===== src/rtl/ram_arbiter.sv =====
// ram_arbiter: two-requester round-robin arbiter and sequencer for a single-port RAM.
// A transaction takes three cycles: grant in IDLE, RAM access in SERVE, ack in ACK.
module ram_arbiter #(
    parameter int unsigned MEMSIZE     = 16,
    parameter int unsigned ADDRESSSIZE = 4
) (
    input  logic                   clk,
    input  logic                   rst,
    input  logic                   req0,
    input  logic                   req1,
    input  logic                   we0,
    input  logic                   we1,
    input  logic [ADDRESSSIZE-1:0] addr0,
    input  logic [ADDRESSSIZE-1:0] addr1,
    input  logic [MEMSIZE-1:0]     wdata0,
    input  logic [MEMSIZE-1:0]     wdata1,
    output logic                   ack0,
    output logic                   ack1,
    output logic [MEMSIZE-1:0]     rdata0,
    output logic [MEMSIZE-1:0]     rdata1,
    output logic                   busy,
    output logic [ADDRESSSIZE-1:0] ram_address,
    output logic [MEMSIZE-1:0]     ram_write_data,
    output logic                   ram_en_write,
    output logic                   ram_en_read,
    input  logic [MEMSIZE-1:0]     ram_read_data
);

    localparam logic [1:0] IDLE  = 2'd0;
    localparam logic [1:0] SERVE = 2'd1;
    localparam logic [1:0] ACK   = 2'd2;

    logic [1:0]             state;
    logic [1:0]             next_state;
    logic                   rr;
    logic                   lat_id;
    logic                   lat_we;
    logic                   grant_c;
    logic                   grant_id_c;
    logic                   sel_we_c;
    logic [ADDRESSSIZE-1:0] sel_addr_c;
    logic [MEMSIZE-1:0]     sel_wdata_c;

    // Next-state and grant decision; requests are only looked at in IDLE
    always_comb begin
        next_state = state;
        grant_c    = 1'b0;
        grant_id_c = rr;
        case (state)
            IDLE: begin
                if (req0 || req1) begin
                    grant_c    = 1'b1;
                    grant_id_c = (req0 && req1) ? rr : req1;
                    next_state = SERVE;
                end
            end
            SERVE:   next_state = ACK;
            ACK:     next_state = IDLE;
            default: next_state = IDLE;
        endcase
    end

    // Select the granted requester's transaction fields
    always_comb begin
        sel_we_c    = grant_id_c ? we1    : we0;
        sel_addr_c  = grant_id_c ? addr1  : addr0;
        sel_wdata_c = grant_id_c ? wdata1 : wdata0;
    end

    // State register
    always_ff @(posedge clk or posedge rst) begin
        if (rst) begin
            state <= IDLE;
        end else begin
            state <= next_state;
        end
    end

    // Transaction latch, RAM pins, read capture, acks and round-robin pointer
    always_ff @(posedge clk or posedge rst) begin
        if (rst) begin
            rr             <= 1'b0;
            lat_id         <= 1'b0;
            lat_we         <= 1'b0;
            ack0           <= 1'b0;
            ack1           <= 1'b0;
            rdata0         <= '0;
            rdata1         <= '0;
            busy           <= 1'b0;
            ram_address    <= '0;
            ram_write_data <= '0;
            ram_en_write   <= 1'b0;
            ram_en_read    <= 1'b0;
        end else begin
            ack0         <= 1'b0;
            ack1         <= 1'b0;
            ram_en_write <= 1'b0;
            ram_en_read  <= 1'b0;
            busy         <= (next_state != IDLE);

            // Address/data stay put after SERVE so the RAM pins only move on a grant
            if (grant_c) begin
                lat_id         <= grant_id_c;
                lat_we         <= sel_we_c;
                ram_address    <= sel_addr_c;
                ram_write_data <= sel_wdata_c;
                ram_en_write   <= sel_we_c;
                ram_en_read    <= !sel_we_c;
            end

            if (state == SERVE) begin
                if (!lat_we) begin
                    if (lat_id) begin
                        rdata1 <= ram_read_data;
                    end else begin
                        rdata0 <= ram_read_data;
                    end
                end
                ack0 <= !lat_id;
                ack1 <= lat_id;
            end

            if (state == ACK) begin
                rr <= !lat_id;
            end
        end
    end

endmodule


===== config.mk =====
export PLATFORM = sky130hd
export DESIGN_NAME = ram_arbiter
export DESIGN_NICKNAME = d
export VERILOG_FILES = /design/src/rtl/ram_arbiter.sv
export SDC_FILE = /design/constraint.sdc
export NUM_CORES = 1
export LEC_CHECK = 0
export BUFFER_PORTS_ARGS = -buffer_cell sky130_fd_sc_hd__buf_2
export CORE_MARGIN = 1
export CORE_UTILIZATION = 48
export CTS_BUF_LIST = sky130_fd_sc_hd__clkbuf_2
export CTS_CLUSTER_DIAMETER = 60
export DETAILED_ROUTE_END_ITERATION = 6
export GPL_ROUTABILITY_DRIVEN = 0
export PLACE_DENSITY = 0.82
export SLEW_MARGIN = 5
export SYNTH_ARGS = -nofsm -noshare
export SYNTH_HDL_FRONTEND = slang
export SYNTH_SLANG_ARGS = --single-unit

===== constraint.sdc =====
create_clock -name clk -period 2.5 [get_ports clk]
set_input_delay 0.375 -clock clk [delete_from_list [all_inputs] [get_ports clk]]
set_output_delay 0.375 -clock clk [all_outputs]
set_load 0.1 [all_outputs]

==> summary.txt <==
Status
  – Status: complete, no violations

Global routing
  – Pin count of the biggest net entering global routing: 45
  – Total grt overflow: 0
  – Number of global-route vias before repair: 1740
  – GRT Util Overall: 0.1871
  – Initial antenna violation count: 0
  – First-pass GRT wire length: just under 8 mm

Critical path
  – Critical path class: flop to flop
  – Top fanout value on the critical path: 16
  – Setup crit end kind: flop
  – Worst path cell trace: o31ai_1, o2bb2ai_2, buf_4, mux2i_1, o21ai_0
  – Worst stage delay on the critical path: 0.48 ns
  – WP data required: 2.83 ns
  – Slowest-stage cell, CP: dfrtp_1
  – Startpoint types: flop
  – Crit path max-delay family: compound AO/OA/AOI/OAI gates
  – Crit path buf inv count: 1
  – WP data arrival: 2.21 ns

Clocking
  – CTS clk-pin slew, worst paths: 0.17 ns
  – CTS tree: built
  – Clock root buffer master: clkbuf_2
  – CTS Buf Count: 9
  – Clock sinks: 62
  – Latest clock arrival within the worst-skew pair: ~0.45 ns
  – CTS H-tree depth: 3
  – CTS max path bufs: 2

Timing
  – Hold Fails Final Rpt: 0
  – Worst slew margin: 0.6067
  – Layout Skew: ~0.026 ns
  – Final count of pins violating max slew: 0
  – Tightest Pin Transition: 0.5887 ns
  – Tcrit/Tclk final: 0.7517
  – Fmax: 532.1 MHz
  – Final Critical Period: 1.879 ns
  – Fin Setup TNS: 0 ns
  – Setup Viol. Count Final: 0
  – Unrepaired setup endpoints after global routing: false

Detailed routing
  – Detailed-route vias per instance: 4.822
  – Remaining DRCs: 0
  – TritonRoute pass-1 iters: 4
  – Total Routed Length: 4.944 mm
  – Vias: 1866
  – Final ANT Viol Nets: 0
  – Initial DRC Count: 54
  – Mean routed wirelength per cell: 12.78 um

Floorplanning
  – Io pins: 119
  – Die width: 75.01 um
  – Initial Utilization: 0.5010
  – DIE AREA: 5627 sq um
  – DIE HEIGHT: ~75 um
  – Row count: 26
  – Core area: 5107 sq um

Layout
  – NumNets Final: 374
  – Diode count: 0
  – Fin area: 3346 sq um
  – Fin cells: 387
  – Most frequent cells in the layout: buf_2, dfrtp_1, nand2_1
  – Share of layout cells above drive strength 1: 0.5584
  – Commonest non-fill, non-tap cell in the layout: buf_2
  – Final core utilization: 0.6551
  – Layout area overhead: 30.76%

Flow run
  – Max-cap violations: 0

Logic synthesis
  – Distinct cells, synth: 24
  – Syn_nets: roughly 250
  – Sequential share of the synthesized area: 0.6064
  – Synth warnings: 0
  – Synth Area per Inst: approximately 14 sq um
  – Flops & latches, synth: 62
  – Mapped Area: 2559 sq um
  – Mapped Cells: roughly 190

Placement
  – Placed cell area: 3207 sq um
  – Final HPWL DP: 3.578 mm
  – Placed Cells: 370
  – Number of I/O port buffers: 118

Worst hold path
  – HP Class: input port to flop
==> cells by family after synthesis <==
kind of cell / share of synthesized area
simple gates: 0.06601
compound gates: 0.05574
flops: 0.6064
mux: 0.2377
buf+inv: 0.03423
==> flip-flops by register name, summed over array words and instances, names as in the netlist <==
register,count
ram_write_data,16
lat_id,1
rdata0,16
rr,1
ack1,1
rdata1,16
ram_address,4
ram_en_write,1
lat_we,1
ack0,1
ram_en_read,1
busy,1
state,2
==> stage by stage <==
stage | hold slack (ns) | setup slack [ns]
floorplan | 0.4746 | 0.5836
finish | 0.1522 | 0.6207
detailed placement | 0.4683 | 0.6084
CTS | 0.1088 | 0.6211
global placement | 0.4599 | 0.6826
global route | 0.09697 | 0.4820
==> cell type report <==
type | count | area [sq um]
clock buffer | 11 | 55.05
clock inverter | 5 | 73.82
fill | 406 | 1762
inverter | 3 | 11.26
multi-input combinational | 113 | 923.4
sequential | 62 | 1551
tap | 70 | 87.58
timing repair buffer | 123 | 643.1
==> metal layers <==
metal / track usage / up-vias / part of all wire
met2: 0.2973 / 95 / 0.43
met3: 0.05622 / 10 / 0.085
met1: 0.2304 / 854 / 0.46
li1: - / 907 / -
met4: 0.1006 / 0 / 0.019
met5: 0 / - / 0
==> cell usage after synthesis, drive strengths merged <==
cell	n	area, sq um
nor3b	1	7.510
a21oi	1	5.000
mux2	32	397.9
o2bb2ai	1	15.01
nand2	23	86.33
nand2b	1	13.76
mux2i	21	210.2
o21ai	23	115.1
or2b	1	7.510
nor2	4	15.01
dfrtp	62	1551
clkbuf	4	15.01
nor2b	1	13.76
and2	2	15.02
o31ai	1	7.510
nor3	1	10.01
buf	5	61.31
inv	3	11.26
==> what timing repair did <==
action | in CTS | in global routing
gates resized for setup | 0 | 0
hold endpoints to repair | 25 | 0
setup buffers | 0 | 0
hold buffers | 1 | 0
==> path summary, 6_finish.rpt <==
check	depth (start not counted)	slack, ns	start	end
min reg2reg	2	0.50	ram_write_data[1]$_DFFE_PP0P_	ram_write_data[1]$_DFFE_PP0P_
min in group asynchronous	3	0.51	rst	ram_write_data[14]$_DFFE_PP0P_
min	2	0.15	ram_read_data[6]	rdata1[6]$_DFFE_PP0P_
max reg2reg	5	0.62	state[0]$_DFF_PP0_	ram_write_data[10]$_DFFE_PP0P_
max in group asynchronous	4	1.38	rst	rdata0[4]$_DFFE_PP0P_
max	5	0.62	state[0]$_DFF_PP0_	ram_write_data[10]$_DFFE_PP0P_
Power is left out: the tool's default activity adds up to more than one toggle a clock period on the data nets, which glitch-free logic cannot reach.
